**src/rtl/rx_frame_gate_pkg.sv**
```systemverilog
// rx_frame_gate_pkg: shared state encoding, counter widths and FIFO entry layout
package rx_frame_gate_pkg;
  localparam logic [1:0] IDLE      = 2'd0;
  localparam logic [1:0] WAIT_TRIG = 2'd1;
  localparam logic [1:0] CAPTURE   = 2'd2;
  localparam int OVF_CNT_W = 16;
  localparam int LAST_POS_FROM_TOP = 0;
  function automatic int cnt_w(input int frame_len);
    return frame_len > 1 ? $clog2(frame_len) : 1;
  endfunction
  function automatic int entry_w(input int dw);
    return dw + 1;
  endfunction
endpackage

```
**src/rtl/rx_frame_gate_if.sv**
```systemverilog
// rx_frame_gate_if: AXI-Stream sample/last/ready bundle for the framed output
interface rx_frame_gate_if #(parameter int DW = 16);
  logic [DW-1:0] tdata;
  logic          tvalid;
  logic          tlast;
  logic          tready;
  modport master(output tdata, tvalid, tlast, input tready);
  modport slave(input tdata, tvalid, tlast, output tready);
endinterface

```
**src/rtl/rx_sync_fifo.sv**
```systemverilog
// rx_sync_fifo: first-word-fall-through FIFO whose head sits in a registered output
module rx_sync_fifo #(
  parameter int W     = 17,
  parameter int DEPTH = 16
) (
  input  logic         clk,
  input  logic         reset_n,
  input  logic         flush,
  input  logic         wr_en,
  input  logic [W-1:0] din,
  input  logic         rd_en,
  output logic         accept,
  output logic         empty,
  output logic         valid,
  output logic [W-1:0] dout
);
  localparam int AW = $clog2(DEPTH);
  logic [W-1:0] mem [DEPTH];
  logic [AW-1:0] wr_ptr, rd_ptr, rd_n;
  logic [AW:0] count, count_n;
  logic pop;
  logic [W-1:0] head_n;
  assign empty   = count == '0;
  assign valid   = !empty;
  assign pop     = valid && rd_en;
  assign accept  = wr_en && (count != (AW+1)'(DEPTH) || pop);
  assign count_n = count + (AW+1)'(accept) - (AW+1)'(pop);
  assign rd_n    = rd_ptr + AW'(pop);
  // when nothing stays behind after the pop, the incoming word becomes the new head
  assign head_n  = count == (AW+1)'(pop) ? din : mem[rd_n];
  // storage array, written only on accepted pushes
  always_ff @(posedge clk) begin
    if (accept) mem[wr_ptr] <= din;
  end
  // pointers, occupancy and the registered head word
  always_ff @(posedge clk) begin
    if (!reset_n || flush) begin
      wr_ptr <= '0;
      rd_ptr <= '0;
      count  <= '0;
      dout   <= '0;
    end else begin
      wr_ptr <= wr_ptr + AW'(accept);
      rd_ptr <= rd_n;
      count  <= count_n;
      if (count_n != '0) dout <= head_n;
    end
  end
endmodule

```
**src/rtl/rx_frame_gate.sv**
```systemverilog
// rx_frame_gate: cuts a non-stallable ADC stream into triggered AXI-Stream frames
module rx_frame_gate
  import rx_frame_gate_pkg::*;
#(
  parameter int DW         = 16,
  parameter int FRAME_LEN  = 1024,
  parameter int FIFO_DEPTH = 16
) (
  input  logic                 clk,
  input  logic                 reset_n,
  input  logic signed [DW-1:0] adc_data,
  input  logic                 adc_valid,
  input  logic                 arm,
  input  logic                 abort,
  input  logic                 continuous,
  input  logic                 trig_en,
  input  logic signed [DW-1:0] trig_level,
  input  logic                 clear_ovf,
  rx_frame_gate_if.master      m,
  output logic                 busy,
  output logic                 overflow,
  output logic [OVF_CNT_W-1:0] ovf_cnt
);
  localparam int CW = cnt_w(FRAME_LEN);
  logic [1:0] state;
  logic [CW-1:0] cnt;
  logic signed [DW-1:0] prev;
  logic prev_valid, trig, last, wr_en, accept, empty;
  assign trig  = prev_valid && prev < trig_level && adc_data >= trig_level;
  assign last  = cnt == CW'(FRAME_LEN - 1);
  assign wr_en = adc_valid && !abort && (state == CAPTURE || (state == WAIT_TRIG && trig));
  assign busy  = state != IDLE || !empty;
  rx_sync_fifo #(.W(entry_w(DW)), .DEPTH(FIFO_DEPTH)) u_fifo (
    .clk(clk),
    .reset_n(reset_n),
    .flush(abort),
    .wr_en(wr_en),
    .din({last, adc_data}),
    .rd_en(m.tready),
    .accept(accept),
    .empty(empty),
    .valid(m.tvalid),
    .dout({m.tlast, m.tdata})
  );
  // capture FSM: counter only moves on accepted writes so frames are never short
  always_ff @(posedge clk) begin
    if (!reset_n) begin
      state      <= IDLE;
      cnt        <= '0;
      prev       <= '0;
      prev_valid <= 1'b0;
    end else if (abort) begin
      state      <= IDLE;
      cnt        <= '0;
      prev_valid <= 1'b0;
    end else begin
      case (state)
        IDLE: if (arm) begin
          state      <= trig_en ? WAIT_TRIG : CAPTURE;
          cnt        <= '0;
          prev_valid <= 1'b0;
        end
        WAIT_TRIG: if (adc_valid) begin
          prev       <= adc_data;
          prev_valid <= 1'b1;
          if (accept) begin
            state <= CAPTURE;
            cnt   <= CW'(1);
          end
        end
        CAPTURE: if (accept) begin
          cnt <= last ? '0 : cnt + 1'b1;
          if (last) begin
            state      <= !continuous ? IDLE : trig_en ? WAIT_TRIG : CAPTURE;
            prev_valid <= 1'b0;
          end
        end
        default: state <= IDLE;
      endcase
    end
  end
  // sticky overflow flag and saturating drop counter; clearing wins over a new drop
  always_ff @(posedge clk) begin
    if (!reset_n || clear_ovf) begin
      overflow <= 1'b0;
      ovf_cnt  <= '0;
    end else if (wr_en && !accept) begin
      overflow <= 1'b1;
      ovf_cnt  <= ovf_cnt + OVF_CNT_W'(ovf_cnt != '1);
    end
  end
endmodule

```
**src/flat_wrapper.sv**
```systemverilog
// flat-port wrapper written by rule: the top's interface ports become plain ports
module rx_frame_gate_flat import rx_frame_gate_pkg::*;
#(
  parameter int DW         = 16,
  parameter int FRAME_LEN  = 1024,
  parameter int FIFO_DEPTH = 16
)
  (clk, reset_n, adc_data, adc_valid, arm, abort, continuous, trig_en, trig_level, clear_ovf, busy, overflow, ovf_cnt, m_tdata, m_tvalid, m_tlast, m_tready);
  rx_frame_gate_if #(.DW(DW)) m_i ();
  input  logic clk;
  input  logic reset_n;
  input  logic signed [DW-1:0] adc_data;
  input  logic adc_valid;
  input  logic arm;
  input  logic abort;
  input  logic continuous;
  input  logic trig_en;
  input  logic signed [DW-1:0] trig_level;
  input  logic clear_ovf;
  output logic busy;
  output logic overflow;
  output logic [OVF_CNT_W-1:0] ovf_cnt;
  output wire logic [$bits(m_i.tdata)-1:0] m_tdata;
  output wire logic [$bits(m_i.tvalid)-1:0] m_tvalid;
  output wire logic [$bits(m_i.tlast)-1:0] m_tlast;
  input wire logic [$bits(m_i.tready)-1:0] m_tready;
  assign m_tdata = m_i.tdata;
  assign m_tvalid = m_i.tvalid;
  assign m_tlast = m_i.tlast;
  assign m_i.tready = m_tready;
  rx_frame_gate #(.DW(DW), .FRAME_LEN(FRAME_LEN), .FIFO_DEPTH(FIFO_DEPTH)) u_core (.clk(clk), .reset_n(reset_n), .adc_data(adc_data), .adc_valid(adc_valid), .arm(arm), .abort(abort), .continuous(continuous), .trig_en(trig_en), .trig_level(trig_level), .clear_ovf(clear_ovf), .m(m_i), .busy(busy), .overflow(overflow), .ovf_cnt(ovf_cnt));
endmodule
```
**config.mk**
```make
export PLATFORM = sky130hd
export DESIGN_NAME = rx_frame_gate_flat
export DESIGN_NICKNAME = d
export VERILOG_FILES = /design/src/rtl/rx_frame_gate_pkg.sv /design/src/rtl/rx_frame_gate_if.sv /design/src/rtl/rx_sync_fifo.sv /design/src/rtl/rx_frame_gate.sv /design/src/flat_wrapper.sv
export SDC_FILE = /design/constraint.sdc
export NUM_CORES = 1
export LEC_CHECK = 0
export CAP_MARGIN = 25
export CORE_MARGIN = 5
export CORE_UTILIZATION = 54
export DETAILED_ROUTE_END_ITERATION = 16
export PLACE_DENSITY = 0.76
export SLEW_MARGIN = 25
export SYNTH_ARGS = -nofsm -noshare
export SYNTH_HDL_FRONTEND = slang
export SYNTH_HIERARCHICAL = 1
export SYNTH_SLANG_ARGS = --single-unit
```
**constraint.sdc**
```tcl
create_clock -name clk -period 4.65 [get_ports clk]
set_clock_uncertainty 0.05 [all_clocks]
set_input_delay 0.465 -clock clk [delete_from_list [all_inputs] [get_ports clk]]
set_output_delay 0.465 -clock clk [all_outputs]
set_load 0.02 [all_outputs]
```
Word level (Yosys, flattened, before mapping). Memories as Yosys holds them, arrays and structs flattened. Index checks and enable logic that the tools add are counted.

Bits of input ports: 41. Logic and storage cells: 81. Register bits: 76. Memories kept: 1. Memory bits (writable): 272. Output and inout bits: 36.

Memory list: u_core.u_fifo.mem (words 16, width 17, read ports 1, clocked after memory_dff 0, write ports 1, RTL line rx_sync_fifo.sv:18) `logic [W-1:0] mem [DEPTH];`.

Reductions and logical operators: 27. Magnitude comparators: 2. Equal/unequal tests: 11. Muxes and demuxes: 22. Bitwise gates (word level): 2. Add/sub/neg operators: 6.

Operator list (count): $mux 10 (5); $pmux 10 s3 (1); $mux 17 (1); $add 16x1->16 (1); $ge 16x16->1 (1); $lt 16x16->1 (1); $ne 16x16->1 const B (1); $reduce_and 5->1 (3); $mux 2 (7); $add 10x1->10 const B (1); $eq 10x10->1 const B (1); $add 4x1->4 (2); $logic_and 1x1->1 (8); $mux 1 (6); $ne 2x1->1 const B (3); $pmux 2 s3 (1); $add 5x1->5 (1); $eq 5x1->1 (1); $logic_not 5->1 (1); $logic_or 1x1->1 (5); $ne 5x5->1 const B (1); $reduce_bool 5->1 (1); $sub 5x1->5 (1); $logic_not 1->1 (4); other kinds (10) (12).

Logic depth before layout (Yosys ltp).
Depth after elaboration: 10. Depth in mapped cells: 21. Mapped depth without buffers: 18.

Hierarchy. The synthesis kept the hierarchy.

Modules (own cells, without submodules): rx_sync_fifo (times used 1, area each 12683.4 µm², cells an instance 931, sequential area each 8768.4 µm²); rx_frame_gate (times used 1, area each 2979.1 µm², cells an instance 364, sequential area each 920.9 µm²).

Worst setup path before layout. No wires, ideal clock.

Kind: input to register. From: in trig_level[9]. To: mem u_core.u_fifo.mem[0][0] (enable). Data arrival time: 4.417 ns. Required time: 4.188 ns. Setup slack: -0.230 ns. Buffers on the path: 2. Library setup time: 0.412 ns. Cell stages on the path: 13. Cells stage by stage: inv_1 > ha_1 > a21o_1 > nand3_2 > a21oi_1 > or4_4 > mux2_4 > buf_6 > clkbuf_1 > nor2_1 > o41a_1 > or3b_2 > nor3_1.

Word-level cells in the longest chain between the ends: 9. Elaborated cells on any way between the ends: 10. Classes of those cells: 2 x order compare; 2 x mux; 6 x reduce/logical.

Ends and longest elaborated chain: start: declaration (RTL line flat_wrapper.sv:18) `input logic signed [DW-1:0] trig_level;`; $lt 16x16->1 (RTL line rx_frame_gate.sv:29) `assign trig = prev_valid && prev < trig_level && adc_data >= trig_level;`; $logic_and 1x1->1 (RTL line rx_frame_gate.sv:29); $logic_and 1x1->1 * (RTL line rx_frame_gate.sv:29); $logic_and 1x1->1 * (RTL line rx_frame_gate.sv:31) `assign wr_en = adc_valid && !abort && (state == CAPTURE || (state == WAIT_TRIG && trig));`; $logic_or 1x1->1 * (RTL line rx_frame_gate.sv:31); $logic_and 1x1->1 * (RTL line rx_frame_gate.sv:31); via u_core.wr_en (RTL line rx_frame_gate.sv:28) `logic prev_valid, trig, last, wr_en, accept, empty;`; $logic_and 1x1->1 * (RTL line rx_sync_fifo.sv:26) `assign accept = wr_en && (count != (AW+1)'(DEPTH) || pop);`; via u_core.accept (RTL line rx_frame_gate.sv:28); $mux 1 * (RTL line rx_sync_fifo.sv:33) `if (accept) mem[wr_ptr] <= din;`; $mux 1 (implied by the code) * (RTL line rx_sync_fifo.sv:33); end: declaration (RTL line rx_sync_fifo.sv:18).

Mark *: on every way through the listed nets, which the timed path passes. The rest lies on a longest branch.

Worst setup path in the final report.
From: in trig_level[9]. To: reg u_core.u_fifo.dout[15].

Word-level cells in the longest chain between the ends: 10. Elaborated cells on any way between the ends: 11. Classes of those cells: 2 x add/sub; 2 x order compare; 7 x reduce/logical.

Ends and longest elaborated chain: $lt 16x16->1 (RTL line rx_frame_gate.sv:29); $logic_and 1x1->1 (RTL line rx_frame_gate.sv:29); $logic_and 1x1->1 * (RTL line rx_frame_gate.sv:29); $logic_and 1x1->1 * (RTL line rx_frame_gate.sv:31); $logic_or 1x1->1 * (RTL line rx_frame_gate.sv:31); $logic_and 1x1->1 * (RTL line rx_frame_gate.sv:31); via u_core.wr_en (RTL line rx_frame_gate.sv:28); $logic_and 1x1->1 * (RTL line rx_sync_fifo.sv:26); via u_core.accept (RTL line rx_frame_gate.sv:28); $add 5x1->5 * (RTL line rx_sync_fifo.sv:27) `assign count_n = count + (AW+1)'(accept) - (AW+1)'(pop);`; $sub 5x1->5 * (RTL line rx_sync_fifo.sv:27); $reduce_bool 5->1 * (RTL line rx_sync_fifo.sv:46) `if (count_n != '0) dout <= head_n;`; end signal: assignment (RTL line rx_sync_fifo.sv:46); end: declaration (RTL line rx_sync_fifo.sv:15) `output logic [W-1:0] dout`.

Marks and branches as above. A chain may end at the register's enable or synchronous reset.

==> flow_summary.toml <==
[outcome]
status = "finished clean"

[critical_path]
path_max_fanout = 10
critPathLaunchType = "input pin"
cp.arrival_ns = 4.74
slowest_stage = "or4b_1"
path_delay_family = "compound AO/OA/AOI/OAI gates"
cp.required_ns = 5.03
crit_path_end_kind = "flip-flop"
critPathMaxStageDelay_ns = 0.54
r2r_slack_ns = 0.44
critPathBufInv = 4
crit_type = "input pin to flip-flop"
crit_chain = "clkdlybuf4s50_1 > inv_1 > ha_1 > nand3_1 > or4b_1 > o31ai_1 > a31oi_1 > mux2i_2 > nor2_1 > o41a_1 > ha_1 > fa_1 > a21oi_1 > o21bai_1 > xnor2_1 > and4_1 > buf_4 > buf_4 > nand2_1 > a221oi_1"

[synthesis]
synthFlopType = "edfxtp_1"
syn-mean-instance-area_um2 = 12.09
yosys.area.top_type = "edfxtp_1"
yosys-top-cells-area = "edfxtp_1, dfxtp_1, nand2_1"
ys_seq_area_share_pct = 61.86
synth.distinct_cells = 71
yosys_warnings = 6
netlist_area_mm2 = 0.01566
syn_inst = 1295
synth_nets = 1383
ys_async_sr_fraction_pct = 0
ys_seq_elements = 348
synth_top_area_share_pct = 52.15
synth_edf_count = 272

[drt]
ant_nets = 0
dr.pass1.iters = 5
vias = 11520
drt-wirelength-per-cell_um = 23.02
first_iter_violations = 1221
route.detailed.drc = 0
vias_per_cell = 6.334
wirelength_um = 41860

[clock_network]
tritoncts = "done"
cts_root_buf = "clkbuf_16"
htreeDepth = 2
clock-sinks = 348
hold_buffers = 0
cts_buffers = 38
max-clock-path-buffers = 3
path_clk_slew_ns = 0.06
worstSkewPairLatency_ns = 0.53
ctsResizeCount = 0
postCtsSetupBuffers = 0

[timing]
max_freq_ghz = 0.2296
report.final.setup_viol = 0
finalHoldViolCount = 0
period_needed_ns = 4.355
slew_viol_final = 0
period_share_pct = 93.65
setup-tns-final_ns = 0
worst_slew_pin_slew_ns = 0.9260
grt_setup_unrepaired = "false"
relSlewSlack_pct = 38.27

[die]
die_w_um = 180.3
io_pins = 77
die_area_mm2 = 0.03251
die_y_um = 180.3
num_rows = 62
core_area_mm2 = 0.02870
start_util_pct = 54.57

[global_route]
grtUsageMet2_pct = 41.33
grtUsageTotal_pct = 25.14
grt_pass1_vias = 11260
antenna_found_initial = 0
grt_busiest_layer = "met2"
gr-usage-met3_pct = 4.098
grt_pass1_wl_um = 64660
grt_max_degree = 70
grt-ovfl-total = 0
grtUsageMet1_pct = 33.75

[place]
portBuffers = 76
place_congestion = 0.9348
hpwl_um = 27520
dp.cells = 1749

[layout]
drive_above_1_share_pct = 11.44
antennaDiodeCount = 0
n_fill_cell = 2168
area_delta_synth_final_pct = 16.83
fin_util_pct = 63.75
instances_no_fill = 1818
nets = 1493

[job]
cap_violations = 0

[power]
pwr_density_cell_mw_per_mm2 = 484.2
max-vdd-ir-drop_v = 0.0003228
p_leak_uw = 0.006353

[worst_hold_path]
hp-class = "flip-flop to flip-flop"
cells in the mapped netlist (13+ instances only):
| cell type | count |
|---|---|
| a21boi_0 | 16 |
| a21oi_1 | 51 |
| a221oi_1 | 23 |
| a2bb2oi_1 | 13 |
| a31oi_1 | 32 |
| clkbuf_1 | 45 |
| dfxtp_1 | 76 |
| edfxtp_1 | 272 |
| ha_1 | 46 |
| inv_1 | 29 |
| mux2i_1 | 61 |
| nand2_1 | 206 |
| nand3_1 | 52 |
| nand4_1 | 17 |
| nor2_1 | 55 |
| nor3_1 | 32 |
| o21ai_0 | 33 |
| o31ai_1 | 15 |
| or3_1 | 14 |
| or4_1 | 14 |
final cells by class:
cell class	count	area (um^2)	share of cell area (%)
flip-flops and latches	348	9691	52.96
well taps	384	480.5	2.626
clock buffers	59	1080	5.901
clock inverters	10	66.31	0.3624
inverters	30	117.6	0.6427
multi-input cells	845	5570	30.44
repair buffers	142	1294	7.070
flip-flops by register name, indices dropped and copies added (netlist names):
register	count
u_core/u_fifo/mem	272
u_core/u_fifo/dout	17
u_core/ovf_cnt	16
u_core/prev	16
u_core/cnt	10
u_core/u_fifo/count	5
u_core/u_fifo/rd_ptr	4
u_core/u_fifo/wr_ptr	4
u_core/state	2
u_core/overflow	1
u_core/prev_valid	1
path summary, 6_finish.rpt:
| check | startpoint | end | cells after the start |
|---|---|---|---|
| max reg2reg | u_core/prev[10]$_SDFFE_PN0P_ | u_core/u_fifo/dout[15]$_SDFFE_PP0P_ | 18 |
| min | u_core/cnt[8]$_SDFFE_PP0P_ | u_core/cnt[8]$_SDFFE_PP0P_ | 2 |
| min reg2reg | u_core/cnt[8]$_SDFFE_PP0P_ | u_core/cnt[8]$_SDFFE_PP0P_ | 2 |
| max | trig_level[9] | u_core/u_fifo/dout[15]$_SDFFE_PP0P_ | 20 |
report_power, final:
group | switching [uW] | leakage (uW) | internal [uW]
clock | 1180 | 0.000562 | 1600
sequential | 45.0 | 0.00308 | 3400
combinational | 1710 | 0.00271 | 926
total | 2930 | 0.00635 | 5930
layout by cell type (no fill, tap or decap), drive strengths merged, types with 16 or more instances in the layout:
master	instances
a21boi	16
nand2	206
nor3	32
buf	66
a221oi	23
dfxtp	76
clkdlybuf4s50	76
ha	46
mux2i	61
inv	31
nand4	17
clkbuf	59
nor2	55
edfxtp	272
a31oi	32
a21oi	51
nand3	54
o21ai	34
kinds of logic after synthesis:
kind of cell	after synthesis	share of synthesized area, %
flops	348	61.86
compound gates	266	11.93
simple gates	449	13.56
buf+inv	102	3.012
fa+ha+maj	47	3.803
xor+xnor	12	0.6710
mux	71	5.169
metrics by stage:
stage | power (uW) | instance area (um^2) | hold WS [ns] | setup WS [ns]
detailed placement | 6077 | 17150 | 0.4127 | -0.2017
global placement | 5985 | 17150 | 0.4021 | 0.004903
floorplan | 5234 | 15670 | 0.3883 | 0.08946
CTS | 8845 | 18300 | 0.4213 | 0.3625
finish | 8861 | 18300 | 0.4196 | 0.2954
global route | 9204 | 18300 | 0.4518 | 0.04921
metal layers:
metal	wire, um	up-vias
met2	19820	645
met3	3770	142
met4	1829	0
met1	16440	5564
li1	-	5164
met5	0	-
worst reg2reg max path, cell delays in order (launching register included):
cell and delay, ns:
dfxtp_1 0.32, ha_1 0.29, nand3_1 0.10, or4b_1 0.54, o31ai_1 0.24, a31oi_1 0.10
mux2i_2 0.21, nor2_1 0.07, o41a_1 0.13, ha_1 0.25, fa_1 0.41, a21oi_1 0.21
o21bai_1 0.10, xnor2_1 0.31, and4_1 0.25, buf_4 0.17, buf_4 0.12, nand2_1 0.04
a221oi_1 0.23
(Power assumes the default switching activity.)
